$ cat src/rtl/ro_sense_pkg.sv
// Shared constants and FSM state encoding for the ring-oscillator frequency counter.
package ro_sense_pkg;

    localparam int CNT_W_DEF  = 16;
    localparam int WIN_BASE   = 1024;
    localparam int GATE_SEL_W = 3;
    localparam int WIN_CNT_W  = 18;

    typedef logic [1:0] state_t;

    localparam state_t ST_IDLE  = 2'd0;
    localparam state_t ST_FLUSH = 2'd1;
    localparam state_t ST_GATE  = 2'd2;
    localparam state_t ST_DONE  = 2'd3;

    // Last window-counter value for a given gate select: (1024 << sel) - 1.
    function automatic logic [WIN_CNT_W-1:0] win_last(input logic [GATE_SEL_W-1:0] sel);
        return (WIN_CNT_W'(WIN_BASE) << sel) - WIN_CNT_W'(1);
    endfunction

endpackage

$ cat src/rtl/ro_edge_sync.sv
// Multi-flop synchronizer for the asynchronous ring-oscillator input plus a
// one-flop rising-edge detector on the synchronized signal.
module ro_edge_sync #(
    parameter int SYNC_STAGES = 2
) (
    input  logic clk,
    input  logic reset,
    input  logic ro_in,
    output logic rise
);

    logic [SYNC_STAGES-1:0] sync;
    logic                   prev;

    always_ff @(posedge clk) begin
        if (reset) begin
            sync <= '0;
            prev <= 1'b0;
        end else begin
            sync <= {sync[SYNC_STAGES-2:0], ro_in};
            prev <= sync[SYNC_STAGES-1];
        end
    end

    assign rise = sync[SYNC_STAGES-1] & ~prev;

endmodule

$ cat src/rtl/ro_freq_counter.sv
// Gated rising-edge counter for a divided ring-oscillator output.
// Define RO_CNT_OVF_EN for a saturating accumulator and an ovf output.
module ro_freq_counter
    import ro_sense_pkg::*;
#(
    parameter int SYNC_STAGES = 2,
    parameter int CNT_W       = CNT_W_DEF
) (
    input  logic                  clk,
    input  logic                  reset,
    input  logic                  en,
    input  logic                  ro_in,
    input  logic [GATE_SEL_W-1:0] gate_sel,
    output logic [CNT_W-1:0]      count,
    output logic                  count_valid,
`ifdef RO_CNT_OVF_EN
    output logic                  ovf,
`endif
    output logic                  busy
);

    localparam logic [WIN_CNT_W-1:0] FLUSH_LAST = WIN_CNT_W'(SYNC_STAGES);

    state_t                  state;
    logic [WIN_CNT_W-1:0]    win_cnt;
    logic [GATE_SEL_W-1:0]   sel_q;
    logic [CNT_W-1:0]        acc;
    logic [CNT_W-1:0]        acc_next;
    logic                    rise;

    ro_edge_sync #(
        .SYNC_STAGES (SYNC_STAGES)
    ) u_edge_sync (
        .clk   (clk),
        .reset (reset),
        .ro_in (ro_in),
        .rise  (rise)
    );

`ifdef RO_CNT_OVF_EN
    logic sat;

    assign acc_next = (rise && (acc != '1)) ? acc + CNT_W'(1) : acc;

    // sat remembers that an edge was dropped at full scale during this window.
    always_ff @(posedge clk) begin
        if (reset) begin
            sat <= 1'b0;
            ovf <= 1'b0;
        end else begin
            ovf <= 1'b0;
            if (!en) begin
                sat <= 1'b0;
            end else if (state == ST_GATE) begin
                if (rise && (acc == '1)) begin
                    sat <= 1'b1;
                end
            end else if (state == ST_DONE) begin
                ovf <= sat;
                sat <= 1'b0;
            end else begin
                sat <= 1'b0;
            end
        end
    end
`else
    assign acc_next = acc + CNT_W'(rise);
`endif

    always_ff @(posedge clk) begin
        if (reset) begin
            state       <= ST_IDLE;
            win_cnt     <= '0;
            sel_q       <= '0;
            acc         <= '0;
            count       <= '0;
            count_valid <= 1'b0;
        end else begin
            count_valid <= 1'b0;
            if (!en) begin
                state   <= ST_IDLE;
                win_cnt <= '0;
                acc     <= '0;
            end else begin
                case (state)
                    ST_IDLE: begin
                        state   <= ST_FLUSH;
                        win_cnt <= '0;
                    end
                    ST_FLUSH: begin
                        if (win_cnt == FLUSH_LAST) begin
                            state   <= ST_GATE;
                            win_cnt <= '0;
                            sel_q   <= gate_sel;
                            acc     <= '0;
                        end else begin
                            win_cnt <= win_cnt + WIN_CNT_W'(1);
                        end
                    end
                    ST_GATE: begin
                        acc <= acc_next;
                        if (win_cnt == win_last(sel_q)) begin
                            state   <= ST_DONE;
                            win_cnt <= '0;
                        end else begin
                            win_cnt <= win_cnt + WIN_CNT_W'(1);
                        end
                    end
                    ST_DONE: begin
                        // The edge seen during DONE opens the next window so none is lost.
                        count       <= acc;
                        count_valid <= 1'b1;
                        acc         <= CNT_W'(rise);
                        sel_q       <= gate_sel;
                        state       <= ST_GATE;
                    end
                    default: begin
                        state <= ST_IDLE;
                    end
                endcase
            end
        end
    end

    assign busy = (state != ST_IDLE);

endmodule

$ cat config.mk
export PLATFORM = sky130hd
export DESIGN_NAME = ro_freq_counter
export DESIGN_NICKNAME = d
export VERILOG_FILES = /design/src/rtl/ro_sense_pkg.sv /design/src/rtl/ro_edge_sync.sv /design/src/rtl/ro_freq_counter.sv
export SDC_FILE = /design/constraint.sdc
export NUM_CORES = 1
export LEC_CHECK = 0
export CAP_MARGIN = 25
export CORE_MARGIN = 2
export CORE_UTILIZATION = 30
export DETAILED_ROUTE_END_ITERATION = 12
export PLACE_DENSITY = 0.51
export SLEW_MARGIN = 5
export SYNTH_ARGS = -nofsm -noshare
export SYNTH_HDL_FRONTEND = slang
export SYNTH_SLANG_ARGS = --single-unit
$ cat constraint.sdc
create_clock -name clk -period 5.35 [get_ports clk]
set_input_delay 1.605 -clock clk [delete_from_list [all_inputs] [get_ports clk]]
set_output_delay 1.605 -clock clk [all_outputs]
set_load 0.005 [all_outputs]
# [After elaboration in Yosys (flattened, before gate mapping)]
# Cells that the tools add are included.
# Widths: inputs -> output; s select.
[op_classes] muxes=11 n_shift=1 n_eq_ne=7 add_sub_neg=3 n_reduce_logical=10 bitwise=3
[op_table] op="$pmux 18 s3" count=1
[op_table] op="$pmux 16 s3" count=1
[op_table] op="$mux 18" count=2
[op_table] op="$add 18x1->18 const B" count=1
[op_table] op="$eq 18x18->1" count=1
[op_table] op="$eq 18x2->1 const B" count=1
[op_table] op="$shl 11x3->18 const A" count=1
[op_table] op="$sub 18x2->18 const B" count=1
[op_table] op="$add 16x1->16" count=1
[op_table] op="$mux 16" count=1
[op_table] op="$pmux 2 s4" count=1
[op_table] op="$pmux 3 s2" count=1
[op_table] op="$reduce_and 2->1" count=3
[op_table] op="$reduce_bool 3->1" count=2
[op_table] op="$eq 2x2->1 const B" count=2
[op_table] op="$mux 2" count=2
[op_table] op="$ne 2x2->1 const B" count=2
[op_table] op="$reduce_bool 2->1" count=2
[op_table] op="$mux 3" count=1
[op_table] op="$reduce_and 3->1" count=1
[op_table] op="$eq 2x1->1 const B" count=1
[op_table] op="$logic_not 2->1" count=1
[op_table] op="$not 1->1" count=2
[op_table] op="$reduce_or 2->1" count=1
[op_table] op="2 further kinds" count=2
[word_totals] word_cells=43 regBits=59 input_bits=7 output_inout_bits=18

# [Logic depth before layout (Yosys ltp)]
# Gate-level depths: netlist of run 1.
[logic_depth] depth_word=5 depth_mapped=9 mapped_depth_nobuf=8

# [Modules after synthesis]
# From an unflattened synthesis of run 1, not the netlist that was laid out.
[hier_totals] hier_cells=348 area_unflattened_um2=2935.3
[by_module_without_submodules] module="ro_freq_counter" n_inst=1 cells_each=341 area_each_um2=2847.7
[by_module_without_submodules] module="ro_edge_sync" n_inst=1 cells_each=7 area_each_um2=87.6

# [Least setup slack after synthesis of run 1]
# OpenSTA, ideal clock, no wires.
[synth_path] path_kind="input-to-reg" startpoint="input reset" endpoint="register win_cnt[2]" setup_slack_ns=2.778 arrival_time_ns=2.445 cell_stages=6 cell_sequence="nand2b_1 -> clkbuf_1 -> clkbuf_1 -> a21oi_1 -> nand2_1 -> o41ai_1"
[synth_between] elab_chain_cells=1
[synth_lines] item="start: declaration" line="ro_freq_counter.sv:10" text="input logic reset,"
[synth_lines] item="$reduce_or 2->1 (no source line)"
[synth_lines] item="end signal: assignment" line="ro_freq_counter.sv:97" text="win_cnt <= win_cnt + WIN_CNT_W'(1);"
[synth_lines] item="end signal: assignment" line="ro_freq_counter.sv:106" text="win_cnt <= win_cnt + WIN_CNT_W'(1);"
[synth_lines] item="end: declaration" line="ro_freq_counter.sv:25" text="logic [WIN_CNT_W-1:0] win_cnt;"
# Every way passes these cells.
# A chain may end at the register's enable or synchronous reset.

# [Worst setup path in the final report of run 1]
[layout_path] startpoint="register state[0]" endpoint="output busy"
[layout_between] elab_chain_cells=1
[layout_lines] item="start: declaration" line="ro_freq_counter.sv:24" text="state_t state;"
[layout_lines] item="start signal: assignment" line="ro_freq_counter.sv:72" text="state <= ST_IDLE;"
[layout_lines] item="start signal: assignment" line="ro_freq_counter.sv:81" text="state <= ST_IDLE;"
[layout_lines] item="start signal: assignment" line="ro_freq_counter.sv:87" text="state <= ST_FLUSH;"
[layout_lines] item="$reduce_bool 2->1" line="ro_freq_counter.sv:125" text="assign busy = (state != ST_IDLE);"
[layout_lines] item="end: declaration" line="ro_freq_counter.sv:19" text="output logic busy"
# Every way passes these cells.

==> results of run 1 <==
[cell usage after synthesis (all sizes together)]
cell | count | area, sq um
a31oi | 1 | 6.26
o41ai | 3 | 26.3
mux2 | 1 | 11.3
o21a | 1 | 7.51
nand3 | 12 | 65.1
o211ai | 1 | 7.51
o31ai | 2 | 15.0
clkbuf | 15 | 56.3
nand2b | 2 | 12.5
nor3 | 4 | 20.0
o2111ai | 1 | 8.76
o22ai | 8 | 50.1
dfxtp | 59 | 1180
nor2 | 34 | 128
and3 | 8 | 50.1
and2 | 1 | 6.26
xnor2 | 5 | 43.8
o221ai | 1 | 8.76
o21ai | 12 | 67.6
o21bai | 1 | 7.51
a32oi | 1 | 8.76
nor4 | 5 | 37.5
nor3b | 1 | 7.51
a221oi | 1 | 8.76
or2 | 2 | 12.5
buf | 3 | 15.0
mux2i | 3 | 30.0
a21o | 2 | 15.0
xor2 | 6 | 52.6
a2111oi | 1 | 8.76
a22oi | 4 | 30.0
a21oi | 36 | 180
inv | 14 | 52.6
or3 | 16 | 101
nand3b | 1 | 7.51
maj3 | 1 | 10.0
ha | 10 | 125
nor2b | 5 | 31.3
a41oi | 1 | 8.76
nand4 | 12 | 75.1
a211oi | 1 | 7.51
and4 | 2 | 18.8
o32ai | 2 | 17.5
nand2 | 66 | 248
[cell type report]
class,instances,share of cell area (%)
multi-input cells,277,46.0
flip-flops and latches,59,34.3
repair buffers,27,7.63
well taps,129,4.69
clock buffers,11,4.40
inverters,14,1.53
clock inverters,4,1.45
[power groups by stage]
stage / sequential (mW) / clock, mW / combinational [mW]
2_1_floorplan: 0.455 / 0 / 0.0321
3_3_place_gp: 0.455 / 0 / 0.0494
3_5_place_dp: 0.455 / 0 / 0.0501
4_1_cts: 0.445 / 0.432 / 0.0502
5_1_grt: 0.445 / 0.451 / 0.0550
6_report: 0.445 / 0.417 / 0.0493
[cells by family after synthesis]
| kind of cell | after synthesis | share of synthesized area (%) |
|---|---|---|
| XOR/XNOR | 11 | 3.33 |
| AO/OA/AOI/OAI | 80 | 17.0 |
| buffers and inverters | 32 | 4.29 |
| multiplexers | 4 | 1.43 |
| adder cells (fa/ha/maj) | 11 | 4.68 |
| AND/OR/NAND/NOR | 171 | 28.4 |
| flip-flops | 59 | 40.9 |
[sequential cells by signal (all words and copies together) (netlist names)]
signal and count:
state 2, count 16, count_valid 1, acc 16, u_edge_sync.sync 2, win_cnt 18, sel_q 3, u_edge_sync.prev 1
[metrics by stage]
step	cell area (sq um)	power [mW]	setup WS [ns]	util, %
floorplan	2890	0.487	2.78	-
global placement	3240	0.505	1.72	34.9
detailed placement	3240	0.505	1.73	34.9
CTS	3440	0.927	2.00	37.1
global route	3440	0.952	1.92	37.1
finish	3440	0.912	2.04	37.1
[final timing paths]
check             slack [ns]  cells after the start                 from                   to
setup / recovery        2.04                      4             state[0]                 busy
hold / removal          0.43                      1  u_edge_sync.sync[0]  u_edge_sync.sync[1]
setup reg to reg        2.28                      8           win_cnt[0]          win_cnt[17]
hold reg to reg         0.43                      1  u_edge_sync.sync[0]  u_edge_sync.sync[1]
[metal layers]
metal / up-vias / track usage, %
li1: 1338 / -
met1: 1233 / 16.8
met2: 21 / 24.8
met3: 13 / 3.76
met4: 0 / 5.23
met5: - / 0
==> flow_summary.json, run 1 <==
{
  "ys_warn_count": 0,
  "ctsResizeCount": 0,
  "drc": 0,
  "synth.ff_latch_count": 59,
  "avgViaCountPerCell": 5.00,
  "max_freq_mhz": 302,
  "hold_viol": 0,
  "vdd_drop_max_mv": 0.127,
  "period_minus_slack_ns": 3.31,
  "n_fill_cell": 1006,
  "n_antenna_cell": 0,
  "htreeDepth": 3,
  "multi_input_area_sq_um": 1580,
  "status": "finished, final reports clean",
  "die_h_microns": 102,
  "combPwrFrac_pct": 5.4,
  "fin_cells": 521,
  "setup_violations": 0,
  "holdCritPathClass": "reg -> reg",
  "clockPowerShare_pct": 45.8,
  "dr_wl_met2_mm": 3.30,
  "grt_pass1_vias": 2437,
  "p_leak_nw": 1.11,
  "synth_area_sq_um": 2890,
  "internal_power_mw": 0.697,
  "synthesis.nets": 385,
  "ctsRootBufferMaster": "clkbuf_8",
  "clock_sinks": 59,
  "avgSynthCellArea_sq_um": 7.85,
  "syn_inst": 368,
  "fin_tns_setup_ns": 0,
  "wl_met1_mm": 3.24,
  "start_util_pct": 31.1,
  "grt_pass1_wl_mm": 11.6,
  "dr_total_vias": 2605,
  "route.met3.wl_microns": 183,
  "routedWlPerCell_microns": 13.1,
  "cellPowerDensity_nw_per_um2": 265,
  "dr.pass1.iters": 4,
  "grt_max_degree": 26,
  "overflow": 0,
  "slew_headroom_pct": 39.4,
  "min_period_over_period_pct": 61.9,
  "dieArea_sq_um": 10400,
  "rsz0062_at_grt": "false",
  "final_common_cell": "nand2_1",
  "critPathMaxStageDelay_ns": 0.51,
  "first_iter_violations": 71,
  "path_max_fanout": 4,
  "finalMaxSlewViolations": 0,
  "grt_usage_pct": 14.2,
  "postCtsSetupBuffers": 0,
  "placed_cells": 506,
  "place_congestion": 0.772,
  "highest_layer": "met4",
  "drive_above_1_share_pct": 6.89,
  "hpwl_mm": 4.60,
  "tightest_slew_ns": 0.908,
  "cts_hold_buffers": 0,
  "synthDistinctLibCells": 51,
  "cts_buffers": 9,
  "cts_buffer_depth": 2,
  "cp-start-kind": "register",
  "fin_nets": 405,
  "rows": 35,
  "layout_common_cells": "nand2_1, dfxtp_1, a21oi_1",
  "crit_required_ns": 3.74,
  "drv_cap": 0,
  "ant_nets": 0,
  "antenna_found_initial": 0,
  "cts_tree": "done",
  "clock_skew_ns": 0.0111,
  "swShare_pct": 23.5,
  "crit_path_end_kind": "output pin",
  "portBuffers": 24,
  "clkSlewWorstSetupHoldPaths_ns": 0.07,
  "cp_slowest_cell": "clkdlybuf4s50_1",
  "die_x_microns": 102,
  "switchingPower_mw": 0.215,
  "crit_buf_inv": 3,
  "routed_wl_mm": 6.83,
  "timing.hold.ws_ns": 0.432,
  "seq_area_sq_um": 1180,
  "cpLargestDelayFamily": "buffers and inverters",
  "cp.arrival_ns": 1.71,
  "pin_count": 25,
  "areaGrowthSynthToFinish_pct": 19.2,
  "yosysSeqAreaShare_pct": 40.9,
  "path_cells": "inv_1, ha_1, inv_1, clkdlybuf4s50_1",
  "pwr-share-seq_pct": 48.8,
  "clk_latency_ns": 0.35,
  "criticalPathCategory": "reg -> out",
  "crit_path_frequent_cell": "inv_1",
  "core_sq_um": 9280
}
Note: power is estimated with default switching activity, not from simulation.
==> run 2, diff against run 1 <==
==> constraint.sdc (replaced) <==
create_clock -name clk -period 3.2 [get_ports clk]
set_input_delay 0.96 -clock clk [delete_from_list [all_inputs] [get_ports clk]]
set_output_delay 0.96 -clock clk [all_outputs]
set_load 0.005 [all_outputs]
==> run 2 against run 1 <==
  * Sequential share of layout area down 0.68 points
  * Clock skew down 0.0053 ns
  * Flip-flop and latch count unchanged
  * Setup slack worse by 1.5 ns
  * Via count up 0.15%
  * Critical endpoint unchanged
  * Cell area up 2.0%
  * Die area unchanged
  * Largest power group is now the clock network
  * Critical path depth unchanged
  * Global-route usage up 0.065 points
==> flow_summary.json, run 2 (synthesized netlist as in run 1, its figures left out) <==
{
  "cp_slowest_cell": "clkdlybuf4s50_1",
  "largest_reg_flops": 18,
  "p_leak_nw": 1.15,
  "swShare_pct": 23.2,
  "grt_pass1_vias": 2469,
  "setup_violations": 0,
  "clk_latency_ns": 0.34,
  "critPathLaunch": "state[0]",
  "drc": 0,
  "crit_path_end_kind": "output pin",
  "reg2reg_to": "acc[10]",
  "tightest_slew_ns": 0.585,
  "fin_nets": 411,
  "htreeDepth": 3,
  "grt_max_degree": 18,
  "fin_cells": 528,
  "holdPathEnd": "u_edge_sync.sync[1]",
  "avgViaCountPerCell": 4.94,
  "min_period_over_period_pct": 83.3,
  "cellPowerDensity_nw_per_um2": 457,
  "rsz0062_at_grt": "false",
  "die_h_microns": 102,
  "fin_ws_ns": 0.535,
  "start_util_pct": 31.1,
  "first_iter_violations": 97,
  "slew_headroom_pct": 60.9,
  "n_fill_cell": 991,
  "layout_common_cells": "nand2_1, dfxtp_1, a21oi_1",
  "status": "finished, final reports clean",
  "postCtsSetupBuffers": 0,
  "regToRegStartpoint": "win_cnt[4]",
  "cts_hold_buffers": 0,
  "holdCritPathClass": "reg -> reg",
  "cpLargestDelayFamily": "buffers and inverters",
  "dr_total_vias": 2609,
  "switchingPower_mw": 0.371,
  "max_freq_mhz": 375,
  "period_minus_slack_ns": 2.67,
  "hpwl_mm": 4.84,
  "areaGrowthSynthToFinish_pct": 21.6,
  "dr.pass1.iters": 6,
  "vdd_drop_max_mv": 0.172,
  "hold_viol": 0,
  "fin_util_pct": 37.8,
  "grt_pass1_wl_mm": 11.8,
  "antenna_found_initial": 0,
  "dp_slack_ns": 0.616,
  "largest_registers": "win_cnt x18, acc x16, count x16",
  "rows": 35,
  "crit_buf_inv": 3,
  "cts_buffer_depth": 2,
  "clock_sinks": 59,
  "multi_input_area_sq_um": 1580,
  "clockPowerShare_pct": 48.2,
  "pwr-share-seq_pct": 46.4,
  "combPwrFrac_pct": 5.4,
  "routedWlPerCell_microns": 12.8,
  "grt_usage_pct": 14.3,
  "cts_buffers": 9,
  "clkSlewWorstSetupHoldPaths_ns": 0.07,
  "min_path_cells": 1,
  "overflow": 0,
  "path_max_fanout": 4,
  "placed_cell_area_sq_um": 3290,
  "criticalPathCategory": "reg -> out",
  "crit_required_ns": 2.24,
  "core_sq_um": 9280,
  "cp-start-kind": "register",
  "placed_cells": 512,
  "hold_start": "u_edge_sync.sync[0]",
  "ctsRootBufferMaster": "clkbuf_8",
  "routed_wl_mm": 6.75,
  "final_common_cell": "nand2_1",
  "clock_skew_ns": 0.00572,
  "fin_area_sq_um": 3510,
  "ctsResizeCount": 0,
  "drv_cap": 0,
  "path_cells": "inv_1, ha_1, inv_1, clkdlybuf4s50_1",
  "regMostFlops": "win_cnt",
  "cts_tree": "done",
  "crit_path_frequent_cell": "inv_1",
  "portBuffers": 24,
  "cp.arrival_ns": 1.71,
  "drive_above_1_share_pct": 8.52,
  "n_antenna_cell": 0,
  "fin_tns_setup_ns": 0,
  "critPathMaxStageDelay_ns": 0.51,
  "seq_area_sq_um": 1180,
  "power.total_mw": 1.60,
  "timing.hold.ws_ns": 0.442,
  "r2r_setup_slack_ns": 0.84,
  "die_x_microns": 102,
  "pin_count": 25,
  "ant_nets": 0,
  "ff2ff_path_depth": 7,
  "place_congestion": 0.812,
  "dieArea_sq_um": 10400,
  "finalMaxSlewViolations": 0,
  "internal_power_mw": 1.23
}
run 2: cell types whose count changed in the layout (fill, tap and decap cells not counted), sizes merged:
cell / delta
clkinv: +1
clkbuf: -1
bufinv: +1
buf: +6
run 2: how the worst max path moves through the flow:
stage	end	slack, ns	depth (start not counted)
detailed placement	win_cnt[14]	0.62	5
CTS	busy	0.50	4
finish	busy	0.53	4
global route	busy	0.43	4
floorplan	acc[12]	1.16	8
global placement	win_cnt[14]	0.63	5
run 2: routing by layer:
layer / GRT usage [%] / routed length (microns) / vias up
met5: 0 / 0 / -
met4: 4.62 / 63 / 0
met3: 3.90 / 254 / 8
met2: 24.7 / 3320 / 37
met1: 17.2 / 3120 / 1214
li1: - / - / 1350
run 2: area by class of cell:
| cell class | count | area share [%] |
|---|---|---|
| clock buffer | 10 | 3.92 |
| clock inverter | 6 | 2.53 |
| inverter | 14 | 1.50 |
| multi-input combinational | 277 | 45.1 |
| sequential | 59 | 33.6 |
| tap | 129 | 4.59 |
| timing repair buffer | 33 | 8.76 |
run 2: power groups by stage:
stage	Combinational [mW]	Clock, mW	Sequential, mW
2_1_floorplan	0.0536	0	0.760
3_3_place_gp	0.0876	0	0.761
3_5_place_dp	0.0880	0	0.761
4_1_cts	0.0881	0.804	0.744
5_1_grt	0.0967	0.834	0.745
6_report	0.0868	0.773	0.744
